$ cat src/rtl/tuser_tuple_fifo_pkg.sv
// Shared definitions for the TUSER tuple capture path.
package tuple_pkg;

  localparam int unsigned DEF_TUSER_W = 128;

  localparam int unsigned CAP_FIRST = 0;
  localparam int unsigned CAP_LAST  = 1;

  function automatic int unsigned addr_w(input int unsigned depth);
    return (depth < 2) ? 1 : $clog2(depth);
  endfunction

endpackage

$ cat src/rtl/tuser_tuple_fifo_if.sv
// AXIS sideband input and SDNet tuple output bundle.
interface tuser_tuple_fifo_if
  import tuple_pkg::*;
#(
  parameter int unsigned TUSER_W = DEF_TUSER_W,
  parameter int unsigned DEPTH   = 4,
  localparam int unsigned CNT_W  = addr_w(DEPTH) + 1
);

  logic               tin_avalid;
  logic               tin_aready;
  logic [TUSER_W-1:0] tin_atuser;
  logic               tin_atlast;
  logic               tin_valid;
  logic               tin_ready;
  logic [TUSER_W-1:0] tin_data;
  logic [CNT_W-1:0]   tin_count;

  modport master (
    output tin_avalid, tin_atuser, tin_atlast, tin_ready,
    input  tin_aready, tin_valid, tin_data, tin_count
  );

  modport slave (
    input  tin_avalid, tin_atuser, tin_atlast, tin_ready,
    output tin_aready, tin_valid, tin_data, tin_count
  );

endinterface

$ cat src/rtl/tuser_tuple_fifo_sync_fifo.sv
// Show-ahead synchronous FIFO with wrap-flag pointers; storage is not reset.
module tuple_sync_fifo
  import tuple_pkg::*;
#(
  parameter int unsigned WIDTH   = DEF_TUSER_W,
  parameter int unsigned DEPTH   = 4,
  localparam int unsigned ADDR_W = addr_w(DEPTH)
) (
  input  logic              clk,
  input  logic              rst_n,
  input  logic              push,
  input  logic [WIDTH-1:0]  wr_data,
  input  logic              pop,
  output logic [WIDTH-1:0]  rd_data,
  output logic              full,
  output logic              empty,
  output logic [ADDR_W:0]   count
);

  logic [WIDTH-1:0] mem [DEPTH];
  logic [ADDR_W:0]  wr_ptr;
  logic [ADDR_W:0]  rd_ptr;
  logic             do_push;
  logic             do_pop;

  assign empty   = (wr_ptr == rd_ptr);
  assign full    = (wr_ptr[ADDR_W-1:0] == rd_ptr[ADDR_W-1:0]) &&
                   (wr_ptr[ADDR_W] != rd_ptr[ADDR_W]);
  assign count   = wr_ptr - rd_ptr;
  assign do_push = push & ~full;
  assign do_pop  = pop & ~empty;
  assign rd_data = mem[rd_ptr[ADDR_W-1:0]];

  always_ff @(posedge clk) begin
    if (do_push) begin
      mem[wr_ptr[ADDR_W-1:0]] <= wr_data;
    end
  end

  always_ff @(posedge clk or negedge rst_n) begin
    if (!rst_n) begin
      wr_ptr <= '0;
      rd_ptr <= '0;
    end else begin
      if (do_push) begin
        wr_ptr <= wr_ptr + 1'b1;
      end
      if (do_pop) begin
        rd_ptr <= rd_ptr + 1'b1;
      end
    end
  end

endmodule

$ cat src/rtl/tuser_tuple_fifo.sv
// Captures TUSER once per packet and queues it as an SDNet tuple.
module tuser_tuple_fifo
  import tuple_pkg::*;
#(
  parameter int unsigned TUSER_W      = DEF_TUSER_W,
  parameter int unsigned DEPTH        = 4,
  parameter int unsigned CAPTURE_LAST = CAP_FIRST,
  localparam int unsigned CNT_W       = addr_w(DEPTH) + 1
) (
  input  logic              tin_aclk,
  input  logic              tin_arst_n,
  tuser_tuple_fifo_if.slave tin
);

  logic               sop;
  logic               cap;
  logic               acc;
  logic               push;
  logic               pop;
  logic               full;
  logic               empty;
  logic [TUSER_W-1:0] rd_data;
  logic [CNT_W-1:0]   count;

  assign cap            = (CAPTURE_LAST == CAP_LAST) ? tin.tin_atlast : sop;
  // Stall only the capture beat when full so packets and tuples stay paired.
  assign tin.tin_aready = ~(cap & full);
  assign acc            = tin.tin_avalid & tin.tin_aready;
  assign push           = acc & cap;
  assign pop            = tin.tin_valid & tin.tin_ready;

  assign tin.tin_valid  = ~empty;
  assign tin.tin_data   = empty ? '0 : rd_data;
  assign tin.tin_count  = count;

  always_ff @(posedge tin_aclk or negedge tin_arst_n) begin
    if (!tin_arst_n) begin
      sop <= 1'b1;
    end else if (acc) begin
      sop <= tin.tin_atlast;
    end
  end

  tuple_sync_fifo #(
    .WIDTH (TUSER_W),
    .DEPTH (DEPTH)
  ) u_fifo (
    .clk     (tin_aclk),
    .rst_n   (tin_arst_n),
    .push    (push),
    .wr_data (tin.tin_atuser),
    .pop     (pop),
    .rd_data (rd_data),
    .full    (full),
    .empty   (empty),
    .count   (count)
  );

endmodule

$ cat src/flat_wrapper.sv
// flat-port wrapper written by rule: the top's interface ports become plain ports
module tuser_tuple_fifo_flat import tuple_pkg::*;
#(
  parameter int unsigned TUSER_W      = DEF_TUSER_W,
  parameter int unsigned DEPTH        = 4,
  parameter int unsigned CAPTURE_LAST = CAP_FIRST,
  localparam int unsigned CNT_W       = addr_w(DEPTH) + 1
)
  (tin_aclk, tin_arst_n, tin_tin_avalid, tin_tin_atuser, tin_tin_atlast, tin_tin_ready, tin_tin_aready, tin_tin_valid, tin_tin_data, tin_tin_count);
  tuser_tuple_fifo_if #(.TUSER_W(TUSER_W), .DEPTH(DEPTH)) tin_i ();
  input  logic tin_aclk;
  input  logic tin_arst_n;
  input wire logic [$bits(tin_i.tin_avalid)-1:0] tin_tin_avalid;
  input wire logic [$bits(tin_i.tin_atuser)-1:0] tin_tin_atuser;
  input wire logic [$bits(tin_i.tin_atlast)-1:0] tin_tin_atlast;
  input wire logic [$bits(tin_i.tin_ready)-1:0] tin_tin_ready;
  output wire logic [$bits(tin_i.tin_aready)-1:0] tin_tin_aready;
  output wire logic [$bits(tin_i.tin_valid)-1:0] tin_tin_valid;
  output wire logic [$bits(tin_i.tin_data)-1:0] tin_tin_data;
  output wire logic [$bits(tin_i.tin_count)-1:0] tin_tin_count;
  assign tin_i.tin_avalid = tin_tin_avalid;
  assign tin_i.tin_atuser = tin_tin_atuser;
  assign tin_i.tin_atlast = tin_tin_atlast;
  assign tin_i.tin_ready = tin_tin_ready;
  assign tin_tin_aready = tin_i.tin_aready;
  assign tin_tin_valid = tin_i.tin_valid;
  assign tin_tin_data = tin_i.tin_data;
  assign tin_tin_count = tin_i.tin_count;
  tuser_tuple_fifo #(.TUSER_W(TUSER_W), .DEPTH(DEPTH), .CAPTURE_LAST(CAPTURE_LAST)) u_core (.tin_aclk(tin_aclk), .tin_arst_n(tin_arst_n), .tin(tin_i));
endmodule
$ cat config.mk
export PLATFORM = sky130hd
export DESIGN_NAME = tuser_tuple_fifo_flat
export DESIGN_NICKNAME = d
export VERILOG_FILES = /design/src/rtl/tuser_tuple_fifo_pkg.sv /design/src/rtl/tuser_tuple_fifo_if.sv /design/src/rtl/tuser_tuple_fifo_sync_fifo.sv /design/src/rtl/tuser_tuple_fifo.sv /design/src/flat_wrapper.sv
export SDC_FILE = /design/constraint.sdc
export NUM_CORES = 1
export LEC_CHECK = 0
export ABC_AREA = 1
export BUFFER_PORTS_ARGS = -buffer_cell sky130_fd_sc_hd__buf_4
export CORE_ASPECT_RATIO = 1.1
export CORE_MARGIN = 4
export CORE_UTILIZATION = 58
export DETAILED_ROUTE_END_ITERATION = 7
export PLACE_DENSITY = 0.79
export SYNTH_ARGS = -nofsm -noshare
export SYNTH_HDL_FRONTEND = slang
export SYNTH_SLANG_ARGS = --single-unit
$ cat constraint.sdc
create_clock -name tin_aclk -period 9.9 [get_ports tin_aclk]
set_input_delay 0.99 -clock tin_aclk [delete_from_list [all_inputs] [get_ports tin_aclk]]
set_output_delay 0.99 -clock tin_aclk [all_outputs]
set_load 0.05 [all_outputs]
==> results of run 1 <==
==> flip-flops by register name, indices dropped and copies added, names as in the netlist <==
signal                count
u_core.u_fifo.wr_ptr      3
u_core.u_fifo.rd_ptr      3
u_core.u_fifo.mem       512
u_core.cap                1
==> worst max-delay path: cells and delay by family, from the launching register on <==
| family | cells | cell delay [ns] |
|---|---|---|
| AOI/OAI and AO/OA | 1 | 0.07 |
| adders and majority gates | 1 | 0.43 |
| buffers and inverters | 5 | 2.27 |
| DFF | 1 | 0.96 |
| and+or+nand+nor | 2 | 0.17 |
==> cells by family after synthesis <==
kind of cell	share of synthesized area [%]
buffers and inverters	7.661
and+or+nand+nor	16.60
DFF	70.17
adders and majority gates	0.4855
AOI/OAI and AO/OA	4.923
muxes	0.04517
xor gates and xnor gates	0.1186
==> worst paths after layout <==
check,from,to,slack [ns],cells past startpoint
setup / recovery,u_core.u_fifo.rd_ptr[1]$_DFFE_PN0P_,tin_tin_data[7],4.22,9
hold / removal,tin_arst_n,u_core.u_fifo.rd_ptr[2]$_DFFE_PN0P_,0.26,1
setup reg to reg,u_core.u_fifo.rd_ptr[1]$_DFFE_PN0P_,u_core.u_fifo.mem[2][17]$_DFFE_PP_,6.04,8
hold reg to reg,u_core.u_fifo.wr_ptr[0]$_DFFE_PN0P_,u_core.u_fifo.wr_ptr[0]$_DFFE_PN0P_,0.54,2
max in group asynchronous,tin_arst_n,u_core.cap$_DFFE_PN1P_,9.44,1
min in group tin_aclk,u_core.u_fifo.wr_ptr[0]$_DFFE_PN0P_,u_core.u_fifo.wr_ptr[0]$_DFFE_PN0P_,0.54,2
==> routing by layer <==
| layer | vias up | share of wire [%] | track usage, % |
|---|---|---|---|
| li1 | 6820 | - | - |
| met2 | 526 | 50 | 38.76 |
| met5 | - | 0.066 | 0 |
| met1 | 6793 | 38 | 28.48 |
| met3 | 103 | 8.0 | 5.302 |
| met4 | 4 | 3.1 | 8.269 |
==> synthesized netlist by cell type (all sizes together) <==
master and number:
nand2 790, dfstp 1, mux2i 1, nand3 137
edfxtp 512, xor2 3, ha 7, dfrtp 6
fa 1, clkbuf 26, a21oi 128, buf 73
nor2 4, inv 271
==> per-stage QoR <==
stage / instance area, µm² / setup WS (ns) / hold WS (ns) / utilization (%) / std cells
floorplan: 22160 / 2.529 / 0.4969 / - / 1960
global placement: 24250 / 4.921 / 0.5170 / 64.82 / 2634
detailed placement: 24250 / 4.842 / 0.5330 / 64.82 / 2634
CTS: 25700 / 4.220 / 0.2298 / 68.70 / 2719
global route: 25700 / 4.043 / 0.2329 / 68.71 / 2720
finish: 25710 / 4.218 / 0.2560 / 68.73 / 2723
==> layout make-up <==
class / count / area [µm²] / share of cell area, %
Inverter: 271 / 1032 / 4.015
Multi-Input combinational cell: 1071 / 4943 / 19.23
Tap cell: 494 / 618.1 / 2.404
Clock buffer: 61 / 1271 / 4.945
Sequential cell: 519 / 15560 / 60.52
Timing Repair Buffer: 279 / 2095 / 8.147
Antenna cell: 4 / 10.01 / 0.03894
Clock inverter: 24 / 180.2 / 0.7008
==> flow_summary.yaml, run 1 <==
run_status:
  status: "completed"
setup_path:
  cp_slowest_stage_delay_ns: 0.96
  worst-setup-path-type: "flop to output pin"
  path_max_fanout: 72
  worstPathCellList: "inv_4 > ha_1 > nand2_1 > inv_2 > nand3_4 > inv_6 > buf_4 > a21oi_2 > buf_4"
  crit_required_ns: 8.91
  critPathCaptureType: "output pin"
  cp_data_arrival_time_ns: 4.69
  startpoint_type: "flop"
  crit_slowest_cell: "dfrtp_4"
  crit_top_cell: "buf_4"
yosys:
  synth_nets: 2101
  synth_area_um2: 22160
  ys_seq_elements: 519
  yosysSeqAreaShare_pct: 70.17
  synth_area_per_cell_um2: 11.31
  yosys_warnings: 0
  yosysTopAreaCell: "edfxtp_1"
  synth_cell_type_count: 22
  yosys-top-cells-area: "edfxtp_1, nand2_1, a21oi_2"
  synth_top_area_share_pct: 69.37
  synth_cells: 1960
timing:
  rsz0062_at_grt: "no"
  finalSetupViolations: 0
  final.period_utilization_pct: 57.39
  clock.fmax_mhz: 176.0
  final-hold-violation-count: 0
  final_max_slew_viol_count: 0
  worst_slew_pin_slew_ns: 1.150
  slew_headroom_pct: 23.36
  setup_tns_ns: 0
  min_period_ns: 5.682
  fin_skew_ns: 0.01413
finish:
  final_cell_mix: "nand2_1, edfxtp_1, buf_4"
  nFillCells: 2642
  area_growth_pct: 16.00
  layout-drive-gt1-share_pct: 21.21
  nNetsFinal: 2332
  final_common_cell: "nand2_1"
routing:
  ant_nets: 0
  drt_iter0_drc: 1074
  drc_errors: 0
  first_pass_iters: 6
  drt-total-wl_um: 48390
  num_vias: 14250
  wl_per_cell_um: 17.77
  vias_per_cell: 5.232
clock_network:
  htreeDepth: 2
  cts-root-buf: "clkbuf_16"
  cts_buffers: 49
  path_clk_slew_ns: 0.06
  cts_tree: "built"
  ctsResizeCount: 0
  cts_sinks: 519
  hold_buffers: 0
  postCtsSetupBuffers: 0
  worstSkewPairLatency_ns: 0.55
  clockBufferDepth: 3
place:
  port_buffers: 265
  hpwl_um: 27650
  gp_congestion: 0.7624
worst_hold_path:
  worstHoldPathType: "input port to asynchronous set/reset pin"
die:
  core_region_area_um2: 37410
  die_w_um: 194.4
  fp-row-count: 74
  num_io_pins: 266
  initial_utilization_pct: 59.25
  fp.dieArea_um2: 41410
  die_h_um: 213.0
global_route:
  grt_max_degree: 178
  grt_pass1_wl_um: 73750
  grt_overflow: 0
  grt.total_usage_pct: 22.57
  grt_pass1_vias: 14110
  antenna_found_initial: 3
flow_run:
  cap_violations: 0
Power of run 1 is left out: the tool's default activity adds up to more than one toggle a clock period on the data nets, which glitch-free logic cannot reach.
==> inputs of run 2 (changes only) <==
clock period = 5.83 ns   (was 9.9 ns; I/O delays follow)
==> run 2 against run 1 <==
Non-clock buffer count is 5 higher. Critical endpoint is now tin_tin_data[61]. Critical path depth stayed put. Via count is 0.15% lower. First-iteration DRC count is 11% lower. Wire length is 1.7% higher. Die area stayed put. Highest routed layer unchanged.
==> flow_summary.yaml, run 2 (synthesis gave the netlist of run 1 again) <==
run_status:
  status: "completed"
die:
  initial_utilization_pct: 59.25
  die_w_um: 194.4
  fp.dieArea_um2: 41410
  num_io_pins: 266
  fp-row-count: 74
  die_h_um: 213.0
  core_region_area_um2: 37410
clock_network:
  cts_sinks: 519
  cts_tree: "built"
  path_clk_slew_ns: 0.06
  postCtsSetupBuffers: 0
  clockBufferDepth: 3
  ctsResizeCount: 0
  cts-root-buf: "clkbuf_16"
  htreeDepth: 2
  worstSkewPairLatency_ns: 0.56
  cts_buffers: 50
global_route:
  grt_overflow: 0
  grt_max_degree: 183
  grt_pass1_wl_um: 75050
  antenna_found_initial: 3
  grt_pass1_vias: 14040
  grt.total_usage_pct: 22.91
timing:
  slew_headroom_pct: 27.58
  rsz0062_at_grt: "no"
  final_max_slew_viol_count: 0
  finalSetupViolations: 0
  final-hold-violation-count: 0
  fin_skew_ns: 0.01036
  worst_slack_ns: 1.158
  worst_slew_pin_slew_ns: 1.086
  clock.fmax_mhz: 214.0
  final.period_utilization_pct: 80.14
  min_period_ns: 4.672
  whs_ns: 0.2235
setup_path:
  path_max_fanout: 68
  worst-setup-path-type: "flop to output pin"
  crit_required_ns: 5.25
  startpoint_type: "flop"
  critPathCaptureType: "output pin"
  reg2regPathDepth: 8
  cp_data_arrival_time_ns: 4.09
place:
  dp_slack_ns: 1.724
  gp_congestion: 0.7916
  hpwl_um: 28510
  port_buffers: 265
  dpl-instance-area_um2: 24350
routing:
  first_pass_iters: 5
  num_vias: 14230
  drt-total-wl_um: 49220
  vias_per_cell: 5.207
  ant_nets: 0
  drc_errors: 0
  drt_iter0_drc: 951
  wl_per_cell_um: 18.02
finish:
  stdcell_area_um2: 26020
  nNetsFinal: 2338
  final_common_cell: "nand2_1"
  nFillCells: 2612
  multiInputGateArea_um2: 4943
  final_cell_mix: "nand2_1, edfxtp_1, buf_4"
  layout-drive-gt1-share_pct: 21.69
  area_growth_pct: 17.42
  largest_reg_flops: 512
  layout.area.seq_um2: 15560
worst_hold_path:
  worstHoldPathType: "input port to flop"
  holdPathStages: 1
flow_run:
  cap_violations: 0
run 2: changes by cell type in the layout (fill, tap and decap cells not counted), sizes merged:
cell	previous run	this run
diode	4	2
inv	271	272
clkbuf	61	65
dlygate4sd3	0	1
buf	279	283
clkinv	21	17
clkinvlp	0	2
bufinv	3	6
run 2: path summary, 6_finish.rpt:
check / start / end / slack [ns]
worst min register to register: u_core.u_fifo.wr_ptr[0]$_DFFE_PN0P_ / u_core.u_fifo.wr_ptr[0]$_DFFE_PN0P_ / 0.55
min in group asynchronous: tin_arst_n / u_core.u_fifo.rd_ptr[2]$_DFFE_PN0P_ / 0.41
worst max register to register: u_core.u_fifo.rd_ptr[1]$_DFFE_PN0P_ / u_core.u_fifo.mem[1][80]$_DFFE_PP_ / 1.76
max in group asynchronous: tin_arst_n / u_core.cap$_DFFE_PN1P_ / 5.21
worst min-delay path: tin_tin_atuser[123] / u_core.u_fifo.mem[0][123]$_DFFE_PP_ / 0.22
worst max-delay path: u_core.u_fifo.rd_ptr[1]$_DFFE_PN0P_ / tin_tin_data[61] / 1.16
run 2: routing by layer:
layer | share of wire, % | GRT usage [%]
met4 | 2.2 | 6.644
met2 | 50 | 39.27
met3 | 7.8 | 5.507
met5 | 0.037 | 0
met1 | 40 | 29.67
run 2: stage by stage:
step,util (%),TNS [ns],instances
global placement,65.10,0,2638
CTS,69.56,0,2730
floorplan,-,-789.21,1960
global route,69.57,0,2732
detailed placement,65.10,0,2638
finish,69.57,0,2732
run 2: area by class of cell:
cell class                      count  area share [%]
Clock buffer                       65           5.270
Inverter                          271           3.967
Sequential cell                   519           59.79
Timing Repair Buffer              284           8.491
Multi-Input combinational cell   1071           19.00
Antenna cell                        2         0.01923
Tap cell                          494           2.375
Clock inverter                     26           1.096
run 2: repair_timing:
action,in CTS,in global routing
hold buffers,1,0
setup endpoints to repair,0,0
hold endpoints to repair,7,0
run 2: worst max-delay path, stage by stage (launching register included):
cell and delay [ns]:
dfrtp_4 0.92, inv_4 0.46, ha_1 0.43, nand2_1 0.06
inv_2 0.09, nand3_4 0.11, inv_6 0.67, buf_4 0.43
a21oi_2 0.07, buf_4 0.20
Power of run 2 is left out for the same reason.
